<file path="src/rtl/fifo_stream_reader.sv">
// Drain-side reader for the 8-bit synchronous FIFO: issues guarded read strobes,
// buffers returned bytes in a head/skid pair and presents them as a framed valid/ready stream.
module fifo_stream_reader #(
    parameter int unsigned BURST_LEN = 4,
    parameter int unsigned CNT_W     = 16
) (
    input  logic             clk,
    input  logic             rst,
    input  logic             en,
    input  logic             fifo_empty,
    output logic             fifo_rd_en,
    input  logic [7:0]       fifo_data,
    output logic             m_valid,
    input  logic             m_ready,
    output logic [7:0]       m_data,
    output logic             m_last,
    output logic [CNT_W-1:0] byte_count
);

    localparam logic [7:0] LAST_BEAT = 8'(BURST_LEN - 1);

    logic [1:0] occ;
    logic [1:0] occ_after_pop;
    logic       inflight;
    logic [7:0] head;
    logic [7:0] skid;
    logic [7:0] beat;
    logic       pop;
    logic [2:0] claimed;

    assign m_valid       = (occ != 2'd0);
    assign m_data        = head;
    assign m_last        = m_valid && (beat == LAST_BEAT);
    assign pop           = m_valid && m_ready;
    assign occ_after_pop = occ - {1'b0, pop};

    // Slots already spoken for once this cycle's pop is taken into account;
    // a read is only issued while one of the two buffer slots remains unclaimed.
    assign claimed    = {1'b0, occ} + {2'b0, inflight} - {2'b0, pop};
    assign fifo_rd_en = !rst && en && !fifo_empty && (claimed < 3'd2);

    always_ff @(posedge clk) begin
        if (rst) begin
            occ        <= 2'd0;
            inflight   <= 1'b0;
            head       <= 8'h00;
            skid       <= 8'h00;
            beat       <= 8'd0;
            byte_count <= '0;
        end else begin
            inflight <= fifo_rd_en;
            occ      <= occ_after_pop + {1'b0, inflight};

            if (pop && (occ == 2'd2)) begin
                head <= skid;
            end

            // The returning byte lands in whichever slot is free after this cycle's pop.
            if (inflight) begin
                if (occ_after_pop == 2'd0) begin
                    head <= fifo_data;
                end else begin
                    skid <= fifo_data;
                end
            end

            if (pop) begin
                beat       <= (beat == LAST_BEAT) ? 8'd0 : beat + 8'd1;
                byte_count <= byte_count + CNT_W'(1);
            end
        end
    end

`ifndef SYNTHESIS
    always_ff @(posedge clk) begin
        if (!rst) begin
            assert (({1'b0, occ} + {2'b0, inflight}) <= 3'd2);
            assert (!(fifo_rd_en && fifo_empty));
        end
    end
`endif

endmodule

</file>
<file path="config.mk">
export PLATFORM = sky130hd
export DESIGN_NAME = fifo_stream_reader
export DESIGN_NICKNAME = d
export VERILOG_FILES = /design/src/rtl/fifo_stream_reader.sv
export SDC_FILE = /design/constraint.sdc
export NUM_CORES = 1
export LEC_CHECK = 0
export ABC_AREA = 1
export BUFFER_PORTS_ARGS = -buffer_cell sky130_fd_sc_hd__buf_2
export CAP_MARGIN = 20
export CORE_MARGIN = 2
export CORE_UTILIZATION = 40
export DETAILED_ROUTE_END_ITERATION = 16
export PLACE_DENSITY_LB_ADDON = 0.1
export SLEW_MARGIN = 0
export SYNTH_ARGS = -nofsm -noshare
export SYNTH_HDL_FRONTEND = slang
export SYNTH_SLANG_ARGS = --single-unit
</file>
<file path="constraint.sdc">
create_clock -name clk -period 2.2 [get_ports clk]
set_input_delay 0.33 -clock clk [delete_from_list [all_inputs] [get_ports clk]]
set_output_delay 0.33 -clock clk [all_outputs]
set_load 0.01 [all_outputs]
</file>
==> impl_metrics.toml, run 1 <==
[pwr]
p_comb_frac = 0.096
internal-power_mw = 1.07
netSwitchingPower_uw = 390
switching_share = 0.266
peakVddDrop_mv = 0.365
p_total_mw = 1.46
p_leak_nw = 1.03
powerDensity_nw_per_um2 = 602
clkPwrFrac = 0.351
power_frac_seq = 0.553

[min_path]
whs_path_depth = 2
worst_hold_path_type = "input pin to flip-flop"
worstHoldStart = "fifo_empty"

[timing]
fin_crit_ns = 2.28
setup_viol = 1
rsz0062_at_grt = "true"
timing.fmax_mhz = 438
finalHoldViolations = 0
max_slew_margin = 0.690
drv_slew = 0
skew_ns = 0.00921
worstMarginPinSlew_ns = 0.465
fin_ws_ns = -0.0815
fin_crit_sh = 1.04

[global_routing]
grt_pass1_vias = 1686
antenna_found_initial = 0
grt-ovfl-total = 0
grt_util_all_layers = 0.171
grt_pass1_wl_mm = 7.39
grt_start_max_net_pins = 17

[detailed_routing]
highest-signal-layer = "met4"
drtAntennaViolNets = 0
route.detailed.drc = 0
vias_per_cell = 4.80
met2_length_mm = 2.05
totalWireLength_mm = 4.50
vias = 1906
drtPass1Iterations = 4
first_iter_violations = 81
routedWlPerCell_um = 11.3
wl_met3_um = 160
wl_met1_mm = 2.24

[worst_setup_path]
cp_cell_sequence = "inv_2 -> nand2_2 -> nand2_4 -> nor2_4 -> buf_4 -> fa_1 -> nand2_2 -> nor4_4 -> buf_2"
r2r_start = "occ[0]$_SDFF_PP0_"
critical_path_arrival_ns = 1.95
crit_path_end_kind = "primary output"
cp_top_family = "adder cells"
rr_worst_depth = 8
path_common_cell = "nand2_2"
crit_slowest_cell = "fa_1"
cp_max_fo = 3
crit_type = "flip-flop to primary output"
cp.depth = 9
crit_path_start_kind = "flip-flop"
crit_buf_inv = 3
max_stage_delay_ns = 0.51
worstPathRequired_ns = 1.87
critPathLaunch = "occ[0]$_SDFF_PP0_"

[finish]
most-common-layout-cells = "60 x nand2_1, 56 x nor2_1, 41 x dfxtp_1"
register_area_sq_um = 863
area_growth_syn_to_layout_pct = 20.5
antenna_cells = 0
layout_commonest_cell = "nand2_1"
drive_gt1_frac = 0.218
multi_input_area_sq_um = 1040
fin_util = 0.508
nets = 346
n_fill_cell = 499

[cts]
htree_levels = 2
clock_latency_ns = 0.30
root_buffer = "clkbuf_8"
cts.reportedPaths.clkPinSlew_ns = 0.08
cts_hold_buf = 0
cts_buffer_depth = 2
cts_tree = "done"
numCtsBuffers = 5
cts_num_sinks = 43

[job]
max-cap-violations = 0

[floorplan]
die_w_um = 75.0
start_util = 0.422
dieArea_sq_um = 5630
rows = 25
core-area_sq_um = 4790
die_h_um = 75.0
ios = 40

[place]
dpl.hpwl_mm = 3.08
dp_slack_ns = 0.0920
io_buffers = 39
gp_congestion = 0.848

[outcome]
violations = "setup timing"
outcome = "finished, violations left"

[synth]
synth_edf_count = 0
async_reset_ff_frac = 0
ys_seq_area_frac = 0.427
ys_ff_latch = 43
syn-cell-area_sq_um = 2020
yosysWarnings = 0
synth_nets = 300
ys_types = 30
postSynthAreaPerCell_sq_um = 7.13
ys.flop_type = "dfxtp_1"
synthCells = 283
==> state kept, by name, indices dropped and copies added, names as in the netlist <==
| signal | count |
|---|---|
| beat | 8 |
| byte_count | 16 |
| inflight | 1 |
| m_data | 8 |
| occ | 2 |
| skid | 8 |
==> path summary, 6_finish.rpt <==
| check | end | slack, ns |
|---|---|---|
| setup / recovery | fifo_rd_en | -0.08 |
| hold / removal | inflight$_SDFF_PP0_ | 0.24 |
| setup reg to reg | inflight$_SDFF_PP0_ | 0.59 |
| hold reg to reg | m_data[2]$_SDFF_PP0_ | 0.48 |
==> stage by stage <==
step | setup TNS (ns) | cells | cell area, sq um | hold slack, ns
6_report | -0.0815 | 397 | 2430 | 0.241
5_1_grt | -0.219 | 397 | 2430 | 0.233
4_1_cts | -0.101 | 396 | 2420 | 0.228
3_5_place_dp | 0 | 387 | 2310 | 0.463
3_3_place_gp | 0 | 387 | 2310 | 0.460
2_1_floorplan | 0 | 283 | 2040 | 0.408
==> area by class of cell <==
cell class | instances | area share
well taps | 67 | 0.0345
clock buffers | 5 | 0.0283
repair buffers | 48 | 0.108
clock inverters | 3 | 0.00823
flip-flops and latches | 43 | 0.355
multi-input cells | 207 | 0.429
inverters | 24 | 0.0371
==> layer usage <==
layer  vias up  track usage
met1       852        0.230
li1       1014            -
met2        33        0.270
met3         7       0.0361
met5         -            0
met4         0       0.0615
==> cell usage after synthesis, types with 3 or more instances <==
master   number  area (sq um)
ha_1          3          37.5
a21oi_1      10          50.1
buf_2         3          15.0
o21ai_0      23           115
nand4_1       6          37.5
nor3_1        4          20.0
nand3_1      11          55.1
xor2_1        6          52.6
inv_1        23          86.3
nor4_1        3          18.8
nor2_1       57           214
dfxtp_1      43           861
a31oi_1       9          56.3
nand2_1      61           229
==> power groups by stage <==
stage,clock [mW],sequential [mW],combinational [mW]
floorplan,0,0.832,0.0801
global placement,0,0.827,0.131
detailed placement,0,0.827,0.132
CTS,0.531,0.809,0.138
global route,0.558,0.812,0.156
finish,0.513,0.809,0.140
==> repair_timing <==
action                     4_1_cts  5_1_grt
setup endpoints to repair        1        1
pin swaps                        0        3
setup buffers                    1        1
resized for setup                6        2
==> logic make-up (layout without fill, tap and decap cells) <==
kind of cell | after synthesis | after routing | share of synthesized area
adder cells (fa/ha/maj) | 4 | 4 | 0.0285
buffers and inverters | 33 | 80 | 0.0738
AND/OR/NAND/NOR | 153 | 153 | 0.329
AO/OA/AOI/OAI | 44 | 44 | 0.116
flip-flops | 43 | 43 | 0.427
XOR/XNOR | 6 | 6 | 0.0260
Note: power is estimated with default switching activity, not from simulation.
==> inputs of run 2 (changes only) <==
clock period = 2.8 ns   (was 2.2 ns; I/O delays follow)
==> impl_metrics.toml, run 2 (same netlist as run 1, synthesis figures left out) <==
[outcome]
outcome = "completed"

[worst_setup_path]
worstPathRequired_ns = 2.38
rr_worst_depth = 8
crit_path_start_kind = "flip-flop"
worstReg2RegEnd = "inflight$_SDFF_PP0_"
crit_type = "flip-flop to primary output"
crit_path_end_kind = "primary output"
critical_path_arrival_ns = 2.16
regToRegSetupSlack_ns = 1.06
r2r_start = "occ[1]$_SDFF_PP0_"
cp_max_fo = 7

[global_routing]
grt_start_max_net_pins = 29
grt-ovfl-total = 0
grt_pass1_wl_mm = 7.29
grt_util_all_layers = 0.169
grt_pass1_vias = 1660
antenna_found_initial = 0

[place]
io_buffers = 39
gp_congestion = 0.792
dpl.hpwl_mm = 3.04
place_area_sq_um = 2280
dp_cells = 385

[timing]
max_slew_margin = 0.480
drv_slew = 0
whs_ns = 0.293
skew_ns = 0.00475
fin_crit_ns = 2.58
timing.fmax_mhz = 388
setup_viol = 0
fin_tns_setup_ns = 0
fin_crit_sh = 0.920
finalHoldViolations = 0
rsz0062_at_grt = "false"
worstMarginPinSlew_ns = 0.780

[cts]
cts_buffer_depth = 2
cts.reportedPaths.clkPinSlew_ns = 0.08
post_cts_buffers = 0
clock_latency_ns = 0.29
cts_tree = "done"
numCtsBuffers = 5
cts_num_sinks = 43
root_buffer = "clkbuf_8"
htree_levels = 2

[detailed_routing]
wl_met1_mm = 2.23
drtAntennaViolNets = 0
vias = 1833
highest-signal-layer = "met4"
routedWlPerCell_um = 11.0
first_iter_violations = 65
drtPass1Iterations = 4
totalWireLength_mm = 4.33
met2_length_mm = 1.90
route.detailed.drc = 0
vias_per_cell = 4.68
wl_met3_um = 139

[floorplan]
die_w_um = 75.0
die_h_um = 75.0
rows = 25
ios = 40
core-area_sq_um = 4790
dieArea_sq_um = 5630
start_util = 0.422

[finish]
register_area_sq_um = 862
largest_reg_flops = 16
antenna_cells = 0
n_fill_cell = 507
area_growth_syn_to_layout_pct = 17.2
drive_gt1_frac = 0.185
final_cell_area_sq_um = 2360
most-common-layout-cells = "61 x nand2_1, 57 x nor2_1, 42 x dfxtp_1"
top_register = "byte_count"
multi_input_area_sq_um = 1010
finalNonFillerCells = 392
layout_commonest_cell = "nand2_1"
nets = 342

[pwr]
p_leak_nw = 1.01
peakVddDrop_mv = 0.255
powerDensity_nw_per_um2 = 481

[min_path]
worst_hold_path_type = "input pin to flip-flop"
whs_path_depth = 2
worstHoldStart = "fifo_empty"
whs_endpoint = "inflight$_SDFF_PP0_"

[job]
max-cap-violations = 0
==> run 2: cell count changes in the layout (fill, tap and decap cells not counted), sizes merged <==
cell	before	now
buf	48	44
clkbuf	5	6
clkinvlp	2	0
==> run 2: worst max-delay path by stage <==
stage / start / endpoint / slack [ns] / depth (start not counted)
after floorplan: occ[1]$_SDFF_PP0_ / fifo_rd_en / 0.29 / 9
after global placement: occ[1]$_SDFF_PP0_ / fifo_rd_en / 0.44 / 9
after detailed placement: occ[1]$_SDFF_PP0_ / fifo_rd_en / 0.43 / 9
after CTS: occ[1]$_SDFF_PP0_ / fifo_rd_en / 0.09 / 9
after global routing: occ[1]$_SDFF_PP0_ / fifo_rd_en / 0.03 / 9
final: occ[1]$_SDFF_PP0_ / fifo_rd_en / 0.22 / 9
==> run 2: critical path, cell delays in order, from the launching register on <==
cell	delay, ns
dfxtp_2	0.42
inv_1	0.07
nand2_2	0.07
nand2_2	0.05
nor2_1	0.15
o21ai_0	0.14
fa_1	0.49
nand2_1	0.07
nor4_1	0.22
buf_2	0.18
==> run 2: repair_timing <==
action                     CTS  global route
gates resized for setup      0             1
setup endpoints to repair    0             1
hold buffers                 0             0
==> run 2: power by group <==
part / total [mW] / switching [mW] / leakage, nW / internal [mW]
registers: 0.635 / 0.00994 / 0.348 / 0.625
clock network: 0.405 / 0.211 / 0.0470 / 0.194
logic: 0.0978 / 0.0604 / 0.614 / 0.0375
total: 1.14 / 0.282 / 1.01 / 0.857
==> run 2: area by class of cell <==
type                            count  share of cell area
Multi-Input combinational cell    207               0.426
Sequential cell                    43               0.365
Timing Repair Buffer               44              0.0984
Inverter                           24              0.0381
Tap cell                           67              0.0354
Clock buffer                        6              0.0349
Clock inverter                      1             0.00212
==> run 2: per-layer routing <==
| metal | GRT usage | vias up |
|---|---|---|
| met5 | 0 | - |
| met4 | 0.0635 | 0 |
| met3 | 0.0415 | 7 |
| met2 | 0.269 | 27 |
| met1 | 0.221 | 800 |
| li1 | - | 999 |
==> run 2: metrics by stage <==
step	power, mW	utilization	setup WS, ns
floorplan	0.714	-	0.293
global placement	0.749	0.476	0.442
detailed placement	0.749	0.476	0.432
CTS	1.16	0.494	0.0919
global route	1.19	0.494	0.0341
finish	1.14	0.494	0.224
==> inputs of run 3 (changes only) <==
CORE_UTILIZATION = 58   (was 40)
==> impl_metrics.toml, run 3 (same netlist as run 1, synthesis figures left out) <==
[timing]
whs_ns = 0.224
worstMarginPinSlew_ns = 0.806
fin_crit_sh = 0.920
rsz0062_at_grt = "false"
drv_slew = 0
finalHoldViolations = 0
skew_ns = 0.00562
timing.fmax_mhz = 388
max_slew_margin = 0.462
fin_tns_setup_ns = 0
setup_viol = 0
fin_crit_ns = 2.58

[global_routing]
grt_pass1_wl_mm = 7.62
grt-ovfl-total = 0
grt_util_all_layers = 0.238
grt_start_max_net_pins = 32
grt_pass1_vias = 1778
antenna_found_initial = 0

[finish]
most-common-layout-cells = "61 x nand2_1, 56 x nor2_1, 42 x dfxtp_1"
area_growth_syn_to_layout_pct = 16.1
antenna_cells = 0
top_register = "byte_count"
drive_gt1_frac = 0.182
layout_commonest_cell = "nand2_1"
nets = 340
largest_reg_flops = 16

[min_path]
whs_path_depth = 2
worst_hold_path_type = "input pin to flip-flop"
whs_endpoint = "inflight$_SDFF_PP0_"
worstHoldStart = "fifo_empty"

[worst_setup_path]
cp_max_fo = 4
crit_path_start_kind = "flip-flop"
regToRegSetupSlack_ns = 0.96
worstPathRequired_ns = 2.38
crit_buf_inv = 2
critical_path_arrival_ns = 2.16
rr_worst_depth = 9
path_common_cell = "nand2_2"
crit_type = "flip-flop to primary output"
cp_cell_sequence = "inv_1 -> nand2_2 -> nand2_2 -> nor2_2 -> o21ai_0 -> fa_1 -> nand2_1 -> nor4_1 -> buf_2"
worstReg2RegEnd = "occ[1]$_SDFF_PP0_"
max_stage_delay_ns = 0.50
cp_top_family = "simple AND/OR/NAND/NOR gates"
r2r_start = "occ[1]$_SDFF_PP0_"
crit_slowest_cell = "fa_1"
critPathLaunch = "occ[0]$_SDFF_PP0_"
crit_path_end_kind = "primary output"

[detailed_routing]
drtPass1Iterations = 4
vias = 1901
routedWlPerCell_um = 11.3
route.detailed.drc = 0
totalWireLength_mm = 4.19
drtAntennaViolNets = 0
first_iter_violations = 118
vias_per_cell = 5.14

[cts]
cts_num_sinks = 43
numCtsBuffers = 5
cts.reportedPaths.clkPinSlew_ns = 0.12
cts_tree = "done"
htree_levels = 2
post_cts_buffers = 0
cts_buffer_depth = 2
clock_latency_ns = 0.36
root_buffer = "clkbuf_4"

[floorplan]
rows = 21
die_w_um = 63.0
ios = 40
start_util = 0.605
core-area_sq_um = 3340
dieArea_sq_um = 3970
die_h_um = 63.0

[outcome]
outcome = "completed"

[pwr]
p_total_mw = 1.21
powerDensity_nw_per_um2 = 517
p_leak_nw = 1.01
peakVddDrop_mv = 0.466

[place]
io_buffers = 39
gp_congestion = 0.781
dpl.hpwl_mm = 2.90

[job]
max-cap-violations = 0
-- run 3: timing repair --
action,CTS,global route
endpoints found under the setup margin,0,1
gates resized for setup,0,3
hold buffers,0,0
-- run 3: worst reg2reg max path: stages, from the launching register on --
cell	delay [ns]
dfxtp_4	0.39
nor2_2	0.15
nor2_4	0.04
buf_4	0.18
nand2_1	0.35
o21ai_0	0.19
ha_1	0.23
nand3_1	0.08
nand2_1	0.06
nor2_1	0.10
-- run 3: where the power goes --
group	switching, mW	total [mW]	internal, mW
combinational	0.0601	0.0958	0.0357
clock	0.201	0.479	0.278
sequential	0.0104	0.636	0.625
-- run 3: worst max path at each step --
stage	end	slack [ns]	cells past startpoint
floorplan	fifo_rd_en	0.29	9
global route	fifo_rd_en	0.006	9
detailed placement	fifo_rd_en	0.46	9
global placement	fifo_rd_en	0.48	9
CTS	fifo_rd_en	0.02	9
finish	fifo_rd_en	0.22	9
-- run 3: stage by stage --
| step | setup slack (ns) | util | instances | area (sq um) |
|---|---|---|---|---|
| 5_1_grt | 0.00649 | 0.702 | 370 | 2340 |
| 4_1_cts | 0.0245 | 0.700 | 370 | 2340 |
| 3_5_place_dp | 0.465 | 0.670 | 362 | 2230 |
| 6_report | 0.224 | 0.702 | 370 | 2340 |
| 2_1_floorplan | 0.293 | - | 283 | 2020 |
| 3_3_place_gp | 0.475 | 0.670 | 362 | 2230 |
-- run 3: final cells by class --
type,instances,area [sq um]
inverter,24,90.1
multi-input combinational,207,1010
tap,46,57.6
clock inverter,2,60.1
timing repair buffer,42,218
clock buffer,6,41.3
sequential,43,865
fill,298,995
-- run 3: metal layers --
layer / wire length (um) / up-vias / global-route usage
met5: 0 / - / 0
met2: 2020 / 48 / 0.396
met1: 1840 / 843 / 0.290
met4: 90 / 0 / 0.119
li1: - / 1002 / -
met3: 232 / 8 / 0.0486
